==> config.mk <==
export PLATFORM = sky130hd
export DESIGN_NAME = mem_port_arbiter_flat
export DESIGN_NICKNAME = d
export VERILOG_FILES = /design/src/rtl/mem_port_arbiter_if.sv /design/src/rtl/mem_port_arbiter.sv /design/src/flat_wrapper.sv
export SDC_FILE = /design/constraint.sdc
export NUM_CORES = 1
export LEC_CHECK = 0
export ABC_AREA = 1
export BUFFER_PORTS_ARGS = -buffer_cell sky130_fd_sc_hd__buf_2
export CAP_MARGIN = 25
export CORE_AREA = 2 2 106 108
export CTS_BUF_LIST = sky130_fd_sc_hd__clkbuf_8
export DETAILED_ROUTE_END_ITERATION = 6
export DIE_AREA = 0 0 108 110
export GPL_ROUTABILITY_DRIVEN = 0
export PLACE_DENSITY_LB_ADDON = 0.1
export SYNTH_ARGS = -nofsm -noshare
export SYNTH_HDL_FRONTEND = slang
export SYNTH_SLANG_ARGS = --single-unit
==> constraint.sdc <==
create_clock -name clk -period 4.92 [get_ports clk]
set_clock_uncertainty 0.05 [all_clocks]
set_input_delay 0.246 -clock clk [delete_from_list [all_inputs] [get_ports clk]]
set_output_delay 0.246 -clock clk [all_outputs]
set_load 0.1 [all_outputs]
==> src/rtl/mem_port_arbiter_if.sv <==
// Bundle of the fetch, load/store and memory-side handshakes around the port arbiter.
// The arbiter takes the slave view; the core/memory side takes the master view.
interface mem_port_arbiter_if #(
    parameter int ADDR_W = 32,
    parameter int DATA_W = 32
);
    logic                  if_req;
    logic [ADDR_W-1:0]     if_addr;
    logic                  if_gnt;
    logic                  if_rvalid;
    logic [DATA_W-1:0]     if_rdata;

    logic                  dm_req;
    logic                  dm_we;
    logic [ADDR_W-1:0]     dm_addr;
    logic [DATA_W-1:0]     dm_wdata;
    logic [DATA_W/8-1:0]   dm_be;
    logic                  dm_gnt;
    logic                  dm_rvalid;
    logic [DATA_W-1:0]     dm_rdata;

    logic                  mem_req;
    logic                  mem_we;
    logic [ADDR_W-1:0]     mem_addr;
    logic [DATA_W-1:0]     mem_wdata;
    logic [DATA_W/8-1:0]   mem_be;
    logic                  mem_gnt;
    logic                  mem_rvalid;
    logic [DATA_W-1:0]     mem_rdata;

    modport slave (
        input  if_req, if_addr,
        output if_gnt, if_rvalid, if_rdata,
        input  dm_req, dm_we, dm_addr, dm_wdata, dm_be,
        output dm_gnt, dm_rvalid, dm_rdata,
        output mem_req, mem_we, mem_addr, mem_wdata, mem_be,
        input  mem_gnt, mem_rvalid, mem_rdata
    );

    modport master (
        output if_req, if_addr,
        input  if_gnt, if_rvalid, if_rdata,
        output dm_req, dm_we, dm_addr, dm_wdata, dm_be,
        input  dm_gnt, dm_rvalid, dm_rdata,
        input  mem_req, mem_we, mem_addr, mem_wdata, mem_be,
        output mem_gnt, mem_rvalid, mem_rdata
    );
endinterface

==> src/rtl/mem_port_arbiter.sv <==
// Shares one memory port between instruction fetch and load/store with one transaction
// outstanding; data wins arbitration unless a fetch has waited MAX_WAIT cycles.
module mem_port_arbiter #(
    parameter int ADDR_W   = 32,
    parameter int DATA_W   = 32,
    parameter int MAX_WAIT = 4
) (
    input  logic                clk,
    input  logic                rst_n,
    mem_port_arbiter_if.slave   bus
);
    localparam logic [3:0] WAIT_LIM = 4'(MAX_WAIT);

    typedef enum logic [1:0] {ST_IDLE, ST_HOLD, ST_RESP} state_t;
    typedef enum logic [1:0] {OWN_NONE, OWN_IF, OWN_DM} owner_t;

    state_t      r_state, w_state_next;
    owner_t      r_owner, w_owner_next, w_sel;
    logic [3:0]  r_wait_cnt, w_wait_next;
    logic        w_sel_req;
    logic        w_if_gnt;

    // In IDLE the owner is chosen fresh each cycle; afterwards the latched owner is kept.
    always_comb begin
        w_sel = r_owner;
        if (r_state == ST_IDLE) begin
            if ((r_wait_cnt == WAIT_LIM) && bus.if_req) w_sel = OWN_IF;
            else if (bus.dm_req)                        w_sel = OWN_DM;
            else if (bus.if_req)                        w_sel = OWN_IF;
            else                                        w_sel = OWN_NONE;
        end
        case (w_sel)
            OWN_IF:  w_sel_req = bus.if_req;
            OWN_DM:  w_sel_req = bus.dm_req;
            default: w_sel_req = 1'b0;
        endcase
    end

    always_comb begin
        w_state_next  = r_state;
        w_owner_next  = r_owner;
        w_if_gnt      = 1'b0;
        bus.if_gnt    = 1'b0;
        bus.if_rvalid = 1'b0;
        bus.if_rdata  = '0;
        bus.dm_gnt    = 1'b0;
        bus.dm_rvalid = 1'b0;
        bus.dm_rdata  = '0;
        bus.mem_req   = 1'b0;
        bus.mem_we    = 1'b0;
        bus.mem_addr  = '0;
        bus.mem_wdata = '0;
        bus.mem_be    = '0;

        if (rst_n) begin
            bus.if_rdata = bus.mem_rdata;
            bus.dm_rdata = bus.mem_rdata;
            case (r_state)
                ST_IDLE, ST_HOLD: begin
                    if (w_sel_req) begin
                        bus.mem_req = 1'b1;
                        if (w_sel == OWN_DM) begin
                            bus.mem_we    = bus.dm_we;
                            bus.mem_addr  = bus.dm_addr;
                            bus.mem_wdata = bus.dm_wdata;
                            bus.mem_be    = bus.dm_be;
                        end else begin
                            bus.mem_addr  = bus.if_addr;
                        end
                        w_owner_next = w_sel;
                        if (bus.mem_gnt) begin
                            w_if_gnt     = (w_sel == OWN_IF);
                            bus.if_gnt   = (w_sel == OWN_IF);
                            bus.dm_gnt   = (w_sel == OWN_DM);
                            w_state_next = ST_RESP;
                        end else begin
                            w_state_next = ST_HOLD;
                        end
                    end else begin
                        // Nothing to issue, or a held owner withdrew its request.
                        w_owner_next = OWN_NONE;
                        w_state_next = ST_IDLE;
                    end
                end
                ST_RESP: begin
                    if (bus.mem_rvalid) begin
                        bus.if_rvalid = (r_owner == OWN_IF);
                        bus.dm_rvalid = (r_owner == OWN_DM);
                        w_owner_next  = OWN_NONE;
                        w_state_next  = ST_IDLE;
                    end
                end
                default: begin
                    w_owner_next = OWN_NONE;
                    w_state_next = ST_IDLE;
                end
            endcase
        end
    end

    always_comb begin
        w_wait_next = r_wait_cnt;
        if (w_if_gnt)
            w_wait_next = '0;
        else if (bus.if_req && (r_wait_cnt < WAIT_LIM))
            w_wait_next = r_wait_cnt + 4'd1;
    end

    always_ff @(posedge clk or negedge rst_n) begin
        if (!rst_n) begin
            r_state    <= ST_IDLE;
            r_owner    <= OWN_NONE;
            r_wait_cnt <= '0;
        end else begin
            r_state    <= w_state_next;
            r_owner    <= w_owner_next;
            r_wait_cnt <= w_wait_next;
        end
    end
endmodule

==> src/flat_wrapper.sv <==
// flat-port wrapper written by rule: the top's interface ports become plain ports
module mem_port_arbiter_flat 
#(
    parameter int ADDR_W   = 32,
    parameter int DATA_W   = 32,
    parameter int MAX_WAIT = 4
)
  (clk, rst_n, bus_if_req, bus_if_addr, bus_if_gnt, bus_if_rvalid, bus_if_rdata, bus_dm_req, bus_dm_we, bus_dm_addr, bus_dm_wdata, bus_dm_be, bus_dm_gnt, bus_dm_rvalid, bus_dm_rdata, bus_mem_req, bus_mem_we, bus_mem_addr, bus_mem_wdata, bus_mem_be, bus_mem_gnt, bus_mem_rvalid, bus_mem_rdata);
  mem_port_arbiter_if #(.ADDR_W(ADDR_W), .DATA_W(DATA_W)) bus_i ();
  input  logic clk;
  input  logic rst_n;
  input wire logic [$bits(bus_i.if_req)-1:0] bus_if_req;
  input wire logic [$bits(bus_i.if_addr)-1:0] bus_if_addr;
  output wire logic [$bits(bus_i.if_gnt)-1:0] bus_if_gnt;
  output wire logic [$bits(bus_i.if_rvalid)-1:0] bus_if_rvalid;
  output wire logic [$bits(bus_i.if_rdata)-1:0] bus_if_rdata;
  input wire logic [$bits(bus_i.dm_req)-1:0] bus_dm_req;
  input wire logic [$bits(bus_i.dm_we)-1:0] bus_dm_we;
  input wire logic [$bits(bus_i.dm_addr)-1:0] bus_dm_addr;
  input wire logic [$bits(bus_i.dm_wdata)-1:0] bus_dm_wdata;
  input wire logic [$bits(bus_i.dm_be)-1:0] bus_dm_be;
  output wire logic [$bits(bus_i.dm_gnt)-1:0] bus_dm_gnt;
  output wire logic [$bits(bus_i.dm_rvalid)-1:0] bus_dm_rvalid;
  output wire logic [$bits(bus_i.dm_rdata)-1:0] bus_dm_rdata;
  output wire logic [$bits(bus_i.mem_req)-1:0] bus_mem_req;
  output wire logic [$bits(bus_i.mem_we)-1:0] bus_mem_we;
  output wire logic [$bits(bus_i.mem_addr)-1:0] bus_mem_addr;
  output wire logic [$bits(bus_i.mem_wdata)-1:0] bus_mem_wdata;
  output wire logic [$bits(bus_i.mem_be)-1:0] bus_mem_be;
  input wire logic [$bits(bus_i.mem_gnt)-1:0] bus_mem_gnt;
  input wire logic [$bits(bus_i.mem_rvalid)-1:0] bus_mem_rvalid;
  input wire logic [$bits(bus_i.mem_rdata)-1:0] bus_mem_rdata;
  assign bus_i.if_req = bus_if_req;
  assign bus_i.if_addr = bus_if_addr;
  assign bus_if_gnt = bus_i.if_gnt;
  assign bus_if_rvalid = bus_i.if_rvalid;
  assign bus_if_rdata = bus_i.if_rdata;
  assign bus_i.dm_req = bus_dm_req;
  assign bus_i.dm_we = bus_dm_we;
  assign bus_i.dm_addr = bus_dm_addr;
  assign bus_i.dm_wdata = bus_dm_wdata;
  assign bus_i.dm_be = bus_dm_be;
  assign bus_dm_gnt = bus_i.dm_gnt;
  assign bus_dm_rvalid = bus_i.dm_rvalid;
  assign bus_dm_rdata = bus_i.dm_rdata;
  assign bus_mem_req = bus_i.mem_req;
  assign bus_mem_we = bus_i.mem_we;
  assign bus_mem_addr = bus_i.mem_addr;
  assign bus_mem_wdata = bus_i.mem_wdata;
  assign bus_mem_be = bus_i.mem_be;
  assign bus_i.mem_gnt = bus_mem_gnt;
  assign bus_i.mem_rvalid = bus_mem_rvalid;
  assign bus_i.mem_rdata = bus_mem_rdata;
  mem_port_arbiter #(.ADDR_W(ADDR_W), .DATA_W(DATA_W), .MAX_WAIT(MAX_WAIT)) u_core (.clk(clk), .rst_n(rst_n), .bus(bus_i));
endmodule
Word level (Yosys, flattened, before mapping)

Cells that the tools add are included.

Equality and inequality tests: 8
$mul: 0
Multiplexer cells: 47
Shift-type cells: 0
Reduce and logical (&&, ||, !) cells: 6
Bitwise operators: 0
Order comparisons: 1
$add $sub $neg: 1
Div/mod/pow operators: 0

Operators by type and width:

| kind                                               | number |
|---|---|
| 2-to-1 mux 32 bit                                  | 9 |
| 2-to-1 mux 4 bit                                   | 6 |
| 2-to-1 mux 1 bit                                   | 22 |
| 2-to-1 mux 2 bit                                   | 7 |
| case mux 2 bit (2 select lines)                    | 2 |
| == test 2 x 1 -> 1 bit, second input constant      | 3 |
| == test 2 bit, second input constant               | 3 |
| adder 4 x 1 -> 4 bit, second input constant        | 1 |
| == test 4 x 3 -> 1 bit, second input constant      | 1 |
| < comparator 4 x 3 -> 1 bit, second input constant | 1 |
| logical AND 1 bit                                  | 2 |
| logical NOT 2 bit                                  | 1 |
| inequality test 2 bit, second input constant       | 1 |
| case mux 1 bit (2 select lines)                    | 1 |
| AND reduction 2 bit                                | 1 |
| nonzero test 2 bit                                 | 1 |
| OR reduction 2 bit                                 | 1 |

ROM bits: 0
Register bits: 8
Bits of input ports: 139
RAM bits: 0
Bits in latches: 0
Output and inout port bits: 138
Memories: 0

Logic depth before layout (Yosys ltp)

Gate-level depths: netlist of run 1.

Depth after elaboration: 10
Gate-level depth with buffers: 16

Worst setup path after synthesis of run 1

Ideal clock, no wire load.

Path type: reg-to-output
Start: register u_core.r_wait_cnt[0]
End: output bus_mem_be[3]
Path buffers: 1
Required time: 4.624 ns
Slack: 0.927 ns
Arrival time: 3.697 ns
Stages on the path, launching flop included: 13
Cells stage by stage: dfrtp_1 -> inv_1 -> ha_1 -> nand2_1 -> inv_1 -> nand2_1 -> nand2_1 -> nand2_1 -> ha_1 -> nor2_2 -> nand2_2 -> buf_6 -> nor3b_1

Cells in the longest elaborated chain, start to end: 9
Elaborated cells between the ends (all ways): 11
Classes of those cells: 3 x eq/ne; 7 x mux; 1 x reduce/logical

RTL lines:

| item                                                                | line                                           | text |
|---|---|---|
| from (decl)                                                         | mem_port_arbiter.sv:19                         | `logic [3:0] r_wait_cnt, w_wait_next;` |
| from (signal assigned)                                              | mem_port_arbiter.sv:117                        | `r_wait_cnt <= w_wait_next;` |
| == test 4 x 3 -> 1 bit *                                            | mem_port_arbiter.sv:27                         | `if ((r_wait_cnt == WAIT_LIM) && bus.if_req) w_sel = OWN_IF;` |
| logical AND 1 bit *                                                 | mem_port_arbiter.sv:27                         |  |
| 2-to-1 mux 2 bit *                                                  | mem_port_arbiter.sv:27                         |  |
| 2-to-1 mux 2 bit *                                                  | mem_port_arbiter.sv:26                         | `if (r_state == ST_IDLE) begin` |
| == test 2 bit or == test 2 x 1 -> 1 bit (tied branches)             | mem_port_arbiter.sv:32, mem_port_arbiter.sv:62 |  |
| case mux 1 bit (2 select lines) or 2-to-1 mux 4 bit (tied branches) | mem_port_arbiter.sv:32, mem_port_arbiter.sv:62 |  |
| 2-to-1 mux 4 bit *                                                  | mem_port_arbiter.sv:60                         | `if (w_sel_req) begin` |
| 2-to-1 mux 4 bit *                                                  | mem_port_arbiter.sv:58                         | `case (r_state)` |
| 2-to-1 mux 4 bit *                                                  | mem_port_arbiter.sv:55                         | `if (rst_n) begin` |
| to (decl)                                                           | flat_wrapper.sv:29                             | `output wire logic [$bits(bus_i.mem_be)-1:0] bus_mem_be;` |

Mark *: on every way between the ends. The rest lies on a longest branch, timed or not.

Worst setup path after layout of run 1

Start: register u_core.r_wait_cnt[0]
End: output bus_mem_wdata[28]

Cells in the longest elaborated chain, start to end: 9
Elaborated cells between the ends (all ways): 11
Classes of those cells: 3 x eq/ne; 7 x mux; 1 x reduce/logical

RTL lines:

| item                                                                 | line                                           | text |
|---|---|---|
| == test 4 x 3 -> 1 bit *                                             | mem_port_arbiter.sv:27                         |  |
| logical AND 1 bit *                                                  | mem_port_arbiter.sv:27                         |  |
| 2-to-1 mux 2 bit *                                                   | mem_port_arbiter.sv:27                         |  |
| 2-to-1 mux 2 bit *                                                   | mem_port_arbiter.sv:26                         |  |
| == test 2 bit or == test 2 x 1 -> 1 bit (tied branches)              | mem_port_arbiter.sv:32, mem_port_arbiter.sv:62 |  |
| case mux 1 bit (2 select lines) or 2-to-1 mux 32 bit (tied branches) | mem_port_arbiter.sv:32, mem_port_arbiter.sv:62 |  |
| 2-to-1 mux 32 bit *                                                  | mem_port_arbiter.sv:60                         |  |
| 2-to-1 mux 32 bit *                                                  | mem_port_arbiter.sv:58                         |  |
| 2-to-1 mux 32 bit *                                                  | mem_port_arbiter.sv:55                         |  |
| to (decl)                                                            | flat_wrapper.sv:28                             | `output wire logic [$bits(bus_i.mem_wdata)-1:0] bus_mem_wdata;` |

Marks and branches as above.

==> impl_summary.txt, run 1 <==
----------------------------------------------------
[Pwr]
  NetSw ... ~1.1 mW
  Internal cell power ... ~0.37 mW
  Portion of total power attributed to combinational logic ... slightly below 90%
  Part of the total power dissipated in sequential elements ... 6.9%
  Reported leakage power ... 2.187 nW
  Proportion of power drawn by the clock network ... between 5 and 6%
  Post-layout power ... approximately 1.5 mW
  Max IR drop VDD ... a little over 0.2 mV
  Switching Fraction ... around 75%
  PwrDens ... 455.0 nW/um2

[Layout]
  Commonest non-fill, non-tap cell in the layout ... sky130_fd_sc_hd__buf_2
  Design Area, Final ... about 3200 um2
  Most frequent cells in the layout ... sky130_fd_sc_hd__buf_2, sky130_fd_sc_hd__nand2_1, sky130_fd_sc_hd__inv_1
  Fraction of layout cells with a size suffix above 1 ... a little under three fifths
  Layout-stage area growth over the synthesis result ... 62.96%
  Util after Layout ... roughly 30%
  Non-filler cells in the finished layout ... 700
  Filler Cells Inserted ... around 1200
  N_diodes ... 0
  Final #Nets ... a little over 700

[Clock network]
  Insertion delay to the later sink of the worst-skew pair ... about 220 ps
  Largest buffer count on any clock path ... 2
  CTS H-Tree Depth ... 1
  Clk sinks ... 8
  Clock input transition at the sequential cells of the worst setup and hold paths ... about 40 ps
  Hold buffer count at CTS ... 0
  CTS-repair resized insts ... 0
  Clock tree from TritonCTS ... built
  Root buffer cell ... sky130_fd_sc_hd__clkbuf_8
  Post CTS Setup Buffer Count ... 0
  Number of buffers created by CTS ... 3

[Setup path]
  Crit Path Class ... reg -> out
  Reg-to-reg setup timing slack ... about 2300 ps
  Data required time at the worst endpoint ... ~4600 ps
  Count of cells along the worst register-to-register path ... 14
  Largest delay contributor family on the critical path ... simple AND/OR/NAND/NOR gates
  Arrival time at the worst endpoint ... between 3000 and 4000 ps
  Type of origin of the critical path ... register
  End of the worst register-to-register path ... u_core.r_wait_cnt[0]
  Largest stage delay on the critical path ... between 600 and 700 ps
  Critical Path Fanout Max ... 38
  Crit path buffers/inverters ... 4
  Slowest-stage cell, CP ... sky130_fd_sc_hd__nand2_2
  Crit path capture type ... output pin
  Most frequent CP cell ... sky130_fd_sc_hd__nand2_1
  Worst-path cell chain ... inv_1 -> ha_1 -> nand2_1 -> inv_1 -> nand2_1 -> nand2_1 -> nand2_1 -> ha_1 -> buf_4 -> nand2_2 -> nor3b_2 -> buf_2
  Start of the worst register-to-register path ... u_core.r_wait_cnt[0]

[Floorplan]
  Die H ... 110 um
  Number of I/O pins ... roughly 280
  Initial Util ... between 10% and 20%
  Core box area ... 10700 um2
  Total Die Area ... 11880 um2
  Number of cell rows ... 38
  Floorplan die width ... roughly 110 um

[Synthesis]
  Count of yosys warnings during synthesis ... 0
  Synthesized netlist net count ... between 400 and 500
  Sequential-to-total area share from yosys stat ... between 10% and 20%
  Number of storage elements in the synthesis netlist ... 8
  Syn avg cell area ... roughly 6.0 um2
  Netlist Area Pre-Place ... around 2000 um2
  Post-synthesis cell count ... ~330
  Post-synth cell types ... 23

[GRT]
  Leftover overflow at the end of global routing ... 0
  Vias in the first global route ... about 2400
  Global-route usage over all layers ... between 10% and 20%
  Wire length of the first global-routing pass ... 11070 um
  Antenna violations before repair ... 0
  Pin count of the biggest net entering global routing ... 47

[Timing]
  Relative slew slack ... 33.81%
  Final number of hold-violating endpoints ... 0
  Final slew viol count ... 0
  Setup TNS ... 0 ps
  Post-route fraction of the period consumed by the critical path ... a little over two thirds
  Transition at the pin with the smallest max-transition slack ... between 900 and 1000 ps
  Highest attainable clock frequency ... between 200 and 300 MHz
  Setup repair after global routing missed its margin ... no
  Final setup violation count ... 0
  Post-route minimum period ... approximately 3500 ps

[Route]
  Detail-routed via count per cell ... just under 4
  Routed len/inst ... around 11 um
  Remaining antenna violation count ... 0
  Number of remaining DRC errors ... 0
  1st-iter DRT viols ... 132
  Detailed Route WL ... 7923 um
  Number of iterations in the first detailed-routing pass ... 5
  Via count of the routed design ... around 2700

[Run]
  MaxCap Viol Count ... 0

[Hold path]
  Tightest Hold Check Type ... in -> async

[Status]
  Outcome ... completed

[Placed design]
  Number of placed instances with taps included ... around 700
  I/O Buffers ... around 280
  Post-DP HPWL ... around 6500 um
  Placed instance area ... approximately 3200 um2

----------------------------------------------------
[sequential cells by signal (all words and copies together), names as in the netlist]
name,flops
u_core.r_wait_cnt,4
u_core.r_owner,2
u_core.r_state,2
[cell type report]
cell class,instances,area (um2),share of cell area (%)
clock buffer,3,41.29,1.271
multi-input combinational,222,1239,38.14
timing repair buffer,278,1409,43.37
sequential,8,200.2,6.163
tap,140,175.2,5.393
inverter,49,183.9,5.663
[routing by layer]
layer	up-vias	part of all wire, %	GRT usage (%)
met3	2	8.2	1.999
met2	123	54	22.15
met5	-	0	0
met1	1172	38	13.01
li1	1433	-	-
met4	0	0.33	0.9158
[Yosys cell counts, drive strengths merged]
master	instances	area, um2
clkbuf	3	11.26
o21ai	2	10.01
nor4	1	6.260
nor2	10	40.04
xor2	1	8.760
nand2	129	496.7
dfrtp	8	200.2
nor3b	37	427.9
ha	4	50.05
nor3	1	5.000
a21oi	32	160.2
buf	51	361.6
o22ai	1	6.260
inv	49	183.9
nand3	4	25.02
[power groups by stage]
stage / Clock [mW] / Combinational, mW / Sequential [mW]
after floorplan: 0 / 1.14 / 0.100
after global placement: 0 / 1.29 / 0.103
after detailed placement: 0 / 1.29 / 0.103
after CTS: 0.0819 / 1.30 / 0.102
after global routing: 0.0842 / 1.40 / 0.106
final: 0.0777 / 1.30 / 0.103
[worst max-delay path by stage]
stage                         startpoint                end  slack (ps)  depth (start not counted)
floorplan           u_core.r_wait_cnt[0]      bus_mem_be[3]         930                         12
global placement    u_core.r_wait_cnt[0]        bus_mem_req        1480                         14
detailed placement  u_core.r_wait_cnt[0]        bus_mem_req        1430                         14
CTS                 u_core.r_wait_cnt[0]        bus_mem_req        1170                         14
global route        u_core.r_wait_cnt[0]   bus_mem_addr[31]        1100                         14
finish              u_core.r_wait_cnt[0]  bus_mem_wdata[28]        1470                         12
[metrics by stage]
| stage | hold slack [ps] | worst slack (ps) |
|---|---|---|
| after floorplan | -99.59 | 927.4 |
| after global placement | 327.0 | 1477 |
| after detailed placement | 331.1 | 1429 |
| after CTS | 89.19 | 1174 |
| after global routing | 132.2 | 1099 |
| final | 75.74 | 1469 |
[cell families (layout without fill, tap and decap cells)]
group           Yosys count  in the layout  synth area share, %
simple gates            182            182                50.22
fa+ha+maj                 4              4                2.511
buf+inv                 103            330                27.93
compound gates           35             35                8.851
flops                     8              8                10.04
xor+xnor                  1              1               0.4395
(Power assumes the default switching activity.)
==> run 2, diff against run 1 <==
==> constraint.sdc (replaced) <==
create_clock -name clk -period 3.37 [get_ports clk]
set_clock_uncertainty 0.05 [all_clocks]
set_input_delay 0.1685 -clock clk [delete_from_list [all_inputs] [get_ports clk]]
set_output_delay 0.1685 -clock clk [all_outputs]
set_load 0.1 [all_outputs]
==> run 2 against run 1 <==
  * Clock-buffer cell count stayed put
  * Critical path depth is 1 higher
  * Non-clock buffer count is 5 higher
  * Flip-flop and latch count stayed put
  * Worst hold slack better by 63 ps
  * Sequential share of layout area is 1.6 points lower
  * Final cell count is 0.71% higher
  * Via count is 3.9% higher
  * Utilization is 10 points higher
  * Die area stayed put
  * Register-to-register slack worse by 1300 ps
==> impl_summary.txt, run 2 (same netlist as run 1, synthesis figures left out) <==
----------------------------------------------------
[GRT]
  Antenna violations before repair ... 0 (unchanged)
  Pin count of the biggest net entering global routing ... 47 (unchanged)
  Vias in the first global route ... 2574 (was 2388)
  Wire length of the first global-routing pass ... 12510 um (was 11070 um)
  Leftover overflow at the end of global routing ... 0 (unchanged)
  Global-route usage over all layers ... 13.05% (was 11.21%)

[Timing]
  Final slew viol count ... 0 (unchanged)
  Post-route minimum period ... 2980 ps
  Final setup violation count ... 0 (unchanged)
  Setup repair after global routing missed its margin ... no (unchanged)
  Highest attainable clock frequency ... approximately 340 MHz
  Final number of hold-violating endpoints ... 0 (unchanged)
  Post-route fraction of the period consumed by the critical path ... a little under 90%
  Relative slew slack ... 64.25% (was 33.81%)
  Final Worst Setup Slack ... 390.2 ps (was 1469 ps)
  Transition at the pin with the smallest max-transition slack ... 536.3 ps (was 989.3 ps)

[Route]
  Remaining antenna violation count ... 0 (unchanged)
  Number of remaining DRC errors ... 0 (unchanged)
  Detailed Route WL ... 8553 um (was 7923 um)
  Detail-routed via count per cell ... 4.024 (was 3.900)
  Number of iterations in the first detailed-routing pass ... 4 (was 5)
  Routed len/inst ... 12.13 um (was 11.32 um)
  Via count of the routed design ... 2837 (was 2730)
  1st-iter DRT viols ... 74 (was 132)

[Placed design]
  Post-DP HPWL ... 7403 um (was 6542 um)
  Placed instance area ... 4312 um2 (was 3187 um2)
  Pre-CTS setup slack ... 597.6 ps (was 1429 ps)
  I/O Buffers ... 276 (unchanged)

[Layout]
  Layout-stage area growth over the synthesis result ... 118.9% (was 62.96%)
  Design Area, Final ... 4363 um2 (was 3248 um2)
  N_diodes ... 0 (unchanged)
  Register name with the most flops ... u_core.r_wait_cnt (unchanged)
  Flip-flop count of the largest register, all copies and words added ... 4 (unchanged)
  Fraction of layout cells with a size suffix above 1 ... 56.99% (was 56.61%)
  Most frequent cells in the layout ... sky130_fd_sc_hd__buf_2, sky130_fd_sc_hd__nand2_1, sky130_fd_sc_hd__buf_12 (was sky130_fd_sc_hd__buf_2, sky130_fd_sc_hd__nand2_1, sky130_fd_sc_hd__inv_1)
  Final #Nets ... 710 (was 705)
  Largest registers ... u_core.r_wait_cnt x4, u_core.r_owner x2, u_core.r_state x2 (unchanged)
  Commonest non-fill, non-tap cell in the layout ... sky130_fd_sc_hd__buf_2 (unchanged)

[Hold path]
  Tightest Hold Check Type ... in -> reg (was in -> async)
  Hold Startpoint ... bus_mem_gnt

[Pwr]
  Reported leakage power ... 2.391 nW (was 2.187 nW)
  PwrDens ... 568.6 nW/um2 (was 455.0 nW/um2)
  Max IR drop VDD ... 0.3210 mV (was 0.2021 mV)

[Setup path]
  Critical Path Fanout Max ... 27 (was 38)
  Arrival time at the worst endpoint ... 2760 ps (was 3160 ps)
  Count of cells along the worst register-to-register path ... 14 (unchanged)
  CP Launch Point ... u_core.r_wait_cnt[0] (unchanged)
  Reg-to-reg setup timing slack ... 940 ps (was 2250 ps)
  End of the worst register-to-register path ... u_core.r_wait_cnt[1] (was u_core.r_wait_cnt[0])
  Type of origin of the critical path ... register (unchanged)
  Destination of the critical timing path ... bus_mem_wdata[1] (was bus_mem_wdata[28])
  Crit Path Class ... reg -> out (unchanged)
  Crit path capture type ... output pin (unchanged)
  Data required time at the worst endpoint ... 3150 ps (was 4620 ps)
  Start of the worst register-to-register path ... u_core.r_wait_cnt[0] (unchanged)

[Clock network]
  Clk sinks ... 8 (unchanged)
  Clock tree from TritonCTS ... built (unchanged)
  Insertion delay to the later sink of the worst-skew pair ... 230 ps (was 220 ps)
  Largest buffer count on any clock path ... 2 (unchanged)
  Clock input transition at the sequential cells of the worst setup and hold paths ... 40 ps (about the same)
  Root buffer cell ... sky130_fd_sc_hd__clkbuf_8 (unchanged)
  CTS H-Tree Depth ... 1 (unchanged)
  Number of buffers created by CTS ... 3 (unchanged)

[Run]
  MaxCap Viol Count ... 0 (unchanged)

[Floorplan]
  Die H ... 110 um (unchanged)
  Number of I/O pins ... 277 (unchanged)
  Initial Util ... 18.63% (unchanged)
  Floorplan die width ... 108 um (unchanged)
  Total Die Area ... 11880 um2 (unchanged)
  Core box area ... 10700 um2 (unchanged)
  Number of cell rows ... 38 (unchanged)

[Status]
  Outcome ... completed (unchanged)

----------------------------------------------------
## run 2: repair_timing
action | in CTS | in global routing
hold buffers | 1 | 0
resized for setup | 0 | 0
buffers inserted | 0 | 0
endpoints found under the hold margin | 8 | 0
## run 2: report_power, final
part	switching, mW	total [mW]	internal [mW]
sequential	0.0249	0.151	0.126
combinational	1.62	2.21	0.597
clock	0.0385	0.116	0.0775
total	1.68	2.48	0.801
## run 2: metrics by stage
stage               cells  hold slack, ps  util (%)  TNS (ps)  power, mW
finish                705           138.5     40.78         0      2.481
global route          705           143.6     40.78         0      2.649
global placement      701           180.7     40.30         0      2.372
floorplan             333          -177.1         -     -3816      1.811
detailed placement    701           188.1     40.30         0      2.384
CTS                   705           131.7     40.78         0      2.508
## run 2: routing by layer
layer | vias to the layer above | routed length, um | track usage [%]
met5 | - | 0 | 0
met2 | 172 | 4424 | 23.76
li1 | 1444 | - | -
met1 | 1217 | 3102 | 15.46
met3 | 4 | 973 | 3.704
met4 | 0 | 53 | 2.198
## run 2: worst min-delay path by stage
stage / slack (ps) / end / depth (start not counted)
final: 140 / u_core.r_state[0] / 2
after CTS: 130 / u_core.r_state[0] / 2
after global routing: 140 / u_core.r_state[0] / 2
after detailed placement: 190 / u_core.r_state[1] / 2
after global placement: 180 / u_core.r_state[1] / 2
after floorplan: -180 / u_core.r_owner[0] / 0
## run 2: worst max-delay path, cell delays in order, from the launching register on
cell                      delay (ps)
sky130_fd_sc_hd__dfrtp_1         400
sky130_fd_sc_hd__inv_1            70
sky130_fd_sc_hd__ha_1            130
sky130_fd_sc_hd__nand2_1          40
sky130_fd_sc_hd__inv_1            40
sky130_fd_sc_hd__nand2_1          60
sky130_fd_sc_hd__nand2_1          90
sky130_fd_sc_hd__nand2_1          70
sky130_fd_sc_hd__ha_1            300
sky130_fd_sc_hd__nor2_2          170
sky130_fd_sc_hd__nand2_2         210
sky130_fd_sc_hd__buf_4           320
sky130_fd_sc_hd__nor3b_1         390
sky130_fd_sc_hd__buf_12          230
## run 2: cell type report
cell class | instances | area, um2
Tap cell | 140 | 175.2
Fill cell | 1105 | 6335
Timing Repair Buffer | 283 | 2517
Multi-Input combinational cell | 222 | 1245
Clock buffer | 3 | 41.29
Sequential cell | 8 | 200.2
Inverter | 49 | 183.9
==> run 3, diff against run 2 <==
--- a/config.mk
+++ b/config.mk
@@ -5,13 +5,12 @@
 export SDC_FILE = /design/constraint.sdc
 export NUM_CORES = 1
 export LEC_CHECK = 0
-export ABC_AREA = 1
 export BUFFER_PORTS_ARGS = -buffer_cell sky130_fd_sc_hd__buf_2
 export CAP_MARGIN = 25
-export CORE_AREA = 2 2 106 108
+export CORE_AREA = 2 2 107 109
 export CTS_BUF_LIST = sky130_fd_sc_hd__clkbuf_8
 export DETAILED_ROUTE_END_ITERATION = 6
-export DIE_AREA = 0 0 108 110
+export DIE_AREA = 0 0 109 111
 export GPL_ROUTABILITY_DRIVEN = 0
 export PLACE_DENSITY_LB_ADDON = 0.1
 export SYNTH_ARGS = -nofsm -noshare
==> run 3 against run 2 <==
  * Die area grew 1.8%
  * Sequential share of layout area decreased by 0.089 points
  * Worst setup slack lost 270 ps
  * Worst hold slack improved by 61 ps
  * Combinational power rose by 5%
  * Via count shrank 14%
  * Sequential power increased by 23%
  * Global-route usage is 0.92 points lower
  * Area after synthesis down 13%
  * Maximum frequency down 8.3%
  * Final cell count shrank 12%
  * Largest power group unchanged
  * Highest routed layer unchanged
==> impl_summary.txt, run 3 <==
----------------------------------------------------
[Floorplan]
  Number of cell rows ... 39 (was 38)
  Total Die Area ... 12100 um2 (was 11880 um2)
  Floorplan die width ... 109 um (was 108 um)
  Number of I/O pins ... 277 (unchanged)
  Die H ... 111 um (was 110 um)
  Core box area ... 11080 um2 (was 10700 um2)
  Initial Util ... 15.58% (was 18.63%)

[Setup path]
  Most frequent CP cell ... sky130_fd_sc_hd__buf_4 (was sky130_fd_sc_hd__nand2_1)
  Data required time at the worst endpoint ... 3150 ps (about the same)
  Type of origin of the critical path ... register (unchanged)
  Critical Path Fanout Max ... 10 (was 27)
  Crit path capture type ... output pin (unchanged)
  Largest delay contributor family on the critical path ... simple AND/OR/NAND/NOR gates (unchanged)
  Worst-path cell chain ... o21ai_0 -> o41ai_2 -> buf_4 -> inv_1 -> ha_1 -> a22oi_2 -> or4b_4 -> buf_4 -> nor2_2 -> buf_12 (was inv_1 -> ha_1 -> nand2_1 -> inv_1 -> nand2_1 -> nand2_1 -> nand2_1 -> ha_1 -> nor2_2 -> nand2_2 -> buf_4 -> nor3b_1 -> buf_12)
  Crit path buffers/inverters ... 4 (unchanged)
  Largest stage delay on the critical path ... 610 ps (was 400 ps)
  Crit Path Class ... reg -> out (unchanged)
  Arrival time at the worst endpoint ... 3030 ps (was 2760 ps)
  Slowest-stage cell, CP ... sky130_fd_sc_hd__or4b_4 (was sky130_fd_sc_hd__dfrtp_1)

[Synthesis]
  Most common library cells after synthesis ... sky130_fd_sc_hd__and2_1, sky130_fd_sc_hd__buf_4, sky130_fd_sc_hd__mux2i_1, sky130_fd_sc_hd__nor2_1, sky130_fd_sc_hd__clkbuf_1 (was sky130_fd_sc_hd__nand2_1, sky130_fd_sc_hd__inv_1, sky130_fd_sc_hd__buf_4, sky130_fd_sc_hd__a21oi_1, sky130_fd_sc_hd__nor3b_2)
  Area fraction of the dominant cell type after synthesis ... 24.66% (was 23.73%)
  Post-synth cell types ... 30 (was 23)
  Number of storage elements in the synthesis netlist ... 8 (unchanged)
  Async S/R FF share, synth ... 100.0% (unchanged)
  Most common cell in the netlist ... sky130_fd_sc_hd__and2_1 (was sky130_fd_sc_hd__nand2_1)
  Post-synthesis cell count ... 231 (was 333)
  Number of enable-type register cells in the synthesized netlist ... 0 (unchanged)
  Biggest area consumer among synthesized cells ... sky130_fd_sc_hd__and2_1 (was sky130_fd_sc_hd__nand2_1)
  Syn avg cell area ... 7.469 um2 (was 5.985 um2)
  Count of yosys warnings during synthesis ... 0 (unchanged)
  Post-synth top flop ... sky130_fd_sc_hd__dfrtp_1 (unchanged)
  Dominant cells by area after synthesis ... sky130_fd_sc_hd__and2_1, sky130_fd_sc_hd__mux2i_1, sky130_fd_sc_hd__buf_4, sky130_fd_sc_hd__dfrtp_1, sky130_fd_sc_hd__nor2_1 (was sky130_fd_sc_hd__nand2_1, sky130_fd_sc_hd__nor3b_2, sky130_fd_sc_hd__buf_4, sky130_fd_sc_hd__dfrtp_1, sky130_fd_sc_hd__inv_1)
  Synthesized netlist net count ... 374 (was 476)
  Sequential-to-total area share from yosys stat ... 11.60% (was 10.04%)
  Netlist Area Pre-Place ... 1725 um2 (was 1993 um2)

[GRT]
  Vias in the first global route ... 2338 (was 2574)
  Pin count of the biggest net entering global routing ... 37 (was 47)
  Wire length of the first global-routing pass ... 11450 um (was 12510 um)
  Leftover overflow at the end of global routing ... 0 (unchanged)
  Antenna violations before repair ... 0 (unchanged)
  Global-route usage over all layers ... 12.13% (was 13.05%)

[Hold path]
  Tightest Hold Check Type ... in -> reg (unchanged)

[Timing]
  Final slew viol count ... 0 (unchanged)
  Setup repair after global routing missed its margin ... no (unchanged)
  Final number of hold-violating endpoints ... 0 (unchanged)
  Final Worst Setup Slack ... 119.7 ps (was 390.2 ps)
  Final setup violation count ... 0 (unchanged)
  Relative slew slack ... 62.98% (was 64.25%)
  Highest attainable clock frequency ... 307.7 MHz (was 335.6 MHz)
  Post-route minimum period ... 3250 ps (was 2980 ps)
  Worst hold slack across all endpoints ... 199.3 ps (was 138.5 ps)
  Post-route fraction of the period consumed by the critical path ... 96.45% (was 88.42%)
  Transition at the pin with the smallest max-transition slack ... 555.2 ps (was 536.3 ps)

[Clock network]
  Clock tree from TritonCTS ... built (unchanged)
  Insertion delay to the later sink of the worst-skew pair ... 230 ps (about the same)
  Largest buffer count on any clock path ... 2 (unchanged)
  Root buffer cell ... sky130_fd_sc_hd__clkbuf_8 (unchanged)
  Clk sinks ... 8 (unchanged)
  CTS H-Tree Depth ... 1 (unchanged)
  Number of buffers created by CTS ... 3 (unchanged)
  Clock input transition at the sequential cells of the worst setup and hold paths ... 40 ps (about the same)

[Pwr]
  Reported leakage power ... 2.155 nW (was 2.391 nW)
  Part of the total power dissipated in sequential elements ... 7.1% (was 6.1%)
  Switching Fraction ... 62.14% (was 67.72%)
  PwrDens ... 586.4 nW/um2 (was 568.6 nW/um2)
  Max IR drop VDD ... 0.2461 mV (was 0.3210 mV)
  NetSw ... 1.621 mW (was 1.680 mW)
  Portion of total power attributed to combinational logic ... 88.4% (was 89.2%)
  Internal cell power ... 0.9877 mW (was 0.8008 mW)
  Proportion of power drawn by the clock network ... 4.5% (was 4.7%)

[Layout]
  Commonest non-fill, non-tap cell in the layout ... sky130_fd_sc_hd__buf_2 (unchanged)
  Largest registers ... u_core.r_wait_cnt x4, u_core.r_owner x2, u_core.r_state x2 (unchanged)
  Most frequent cells in the layout ... sky130_fd_sc_hd__buf_2, sky130_fd_sc_hd__buf_12, sky130_fd_sc_hd__and2_1 (was sky130_fd_sc_hd__buf_2, sky130_fd_sc_hd__nand2_1, sky130_fd_sc_hd__buf_12)
  Fraction of layout cells with a size suffix above 1 ... 69.98% (was 56.99%)
  Register name with the most flops ... u_core.r_wait_cnt (unchanged)
  Final #Nets ... 618 (was 710)
  Layout-stage area growth over the synthesis result ... 157.9% (was 118.9%)
  Flip-flop count of the largest register, all copies and words added ... 4 (unchanged)
  Util after Layout ... 40.17% (was 40.78%)
  Design Area, Final ... 4449 um2 (was 4363 um2)
  Filler Cells Inserted ... 1087 (was 1105)

[Route]
  Remaining antenna violation count ... 0 (unchanged)
  Via count of the routed design ... 2448 (was 2837)
  Routed len/inst ... 12.77 um (was 12.13 um)
  Detail-routed via count per cell ... 3.968 (was 4.024)
  Number of iterations in the first detailed-routing pass ... 3 (was 4)
  1st-iter DRT viols ... 26 (was 74)
  Number of remaining DRC errors ... 0 (unchanged)
  Detailed Route WL ... 7881 um (was 8553 um)

[Placed design]
  Post-DP HPWL ... 7006 um (was 7403 um)
  Placed instance area ... 4354 um2 (was 4312 um2)
  Pre-CTS setup slack ... 317.0 ps (was 597.6 ps)
  I/O Buffers ... 276 (unchanged)

[Status]
  Outcome ... completed (unchanged)

[Run]
  MaxCap Viol Count ... 0 (unchanged)

----------------------------------------------------
-- run 3: cell count changes after synthesis, moves of 23 or more --
cell	delta
sky130_fd_sc_hd__nand2_1	-125
sky130_fd_sc_hd__mux2i_1	+33
sky130_fd_sc_hd__nor3b_2	-30
sky130_fd_sc_hd__nor2_1	+23
sky130_fd_sc_hd__a21oi_1	-32
sky130_fd_sc_hd__and2_1	+68
sky130_fd_sc_hd__inv_1	-43
-- run 3: timing repair --
item                                   in CTS  in global routing
setup endpoints to repair                   0                 31
setup buffers                               0                  3
hold buffers                                1                  0
resized for setup                           0                  4
endpoints found under the hold margin       6                  0
-- run 3: cells by family after synthesis --
kind of cell	Yosys count	synth area share, %
mux	34	19.80
compound gates	15	6.382
xor+xnor	1	0.5077
buf+inv	55	20.59
flops	8	11.60
simple gates	114	38.22
fa+ha+maj	4	2.901
-- run 3: path summary, 6_finish.rpt --
| kind | start | endpoint | slack [ps] | cells past startpoint |
|---|---|---|---|---|
| worst max-delay path | u_core.r_state[1] | bus_mem_addr[10] | 120 | 10 |
| worst min-delay path | bus_mem_gnt | u_core.r_wait_cnt[0] | 200 | 2 |
| worst max register to register | u_core.r_state[1] | u_core.r_wait_cnt[3] | 730 | 9 |
| worst min register to register | u_core.r_owner[0] | u_core.r_owner[0] | 500 | 1 |
| max in group asynchronous | rst_n | u_core.r_wait_cnt[2] | 2450 | 3 |
| min in group asynchronous | rst_n | u_core.r_wait_cnt[1] | 300 | 2 |
-- run 3: cell type report --
type,count,area (um2),share of cell area (%)
Antenna cell,1,2.502,0.05624
Clock buffer,3,41.29,0.9280
Inverter,7,28.78,0.6468
Multi-Input combinational cell,168,1425,32.03
Sequential cell,8,200.2,4.499
Tap cell,143,178.9,4.021
Timing Repair Buffer,287,2572,57.82
-- run 3: stage by stage --
stage | total power, mW | TNS (ps) | instances
3_5_place_dp | 2.474 | 0 | 609
6_report | 2.609 | 0 | 617
2_1_floorplan | 1.842 | -1108 | 231
3_3_place_gp | 2.471 | 0 | 609
5_1_grt | 2.727 | 0 | 616
4_1_cts | 2.601 | 0 | 613
-- run 3: per-layer routing --
metal | vias to the layer above | part of all wire, % | GRT usage [%]
met2 | 162 | 54 | 23.52
met3 | 6 | 12 | 3.527
met1 | 1055 | 32 | 11.88
li1 | 1225 | - | -
met4 | 0 | 1.4 | 4.017
met5 | - | 0 | 0
-- run 3: power groups by stage --
stage	Combinational, mW	Sequential [mW]	Clock, mW
2_1_floorplan	1.69	0.156	0
3_3_place_gp	2.29	0.181	0
3_5_place_dp	2.29	0.182	0
4_1_cts	2.30	0.181	0.124
5_1_grt	2.41	0.190	0.129
6_report	2.31	0.185	0.118
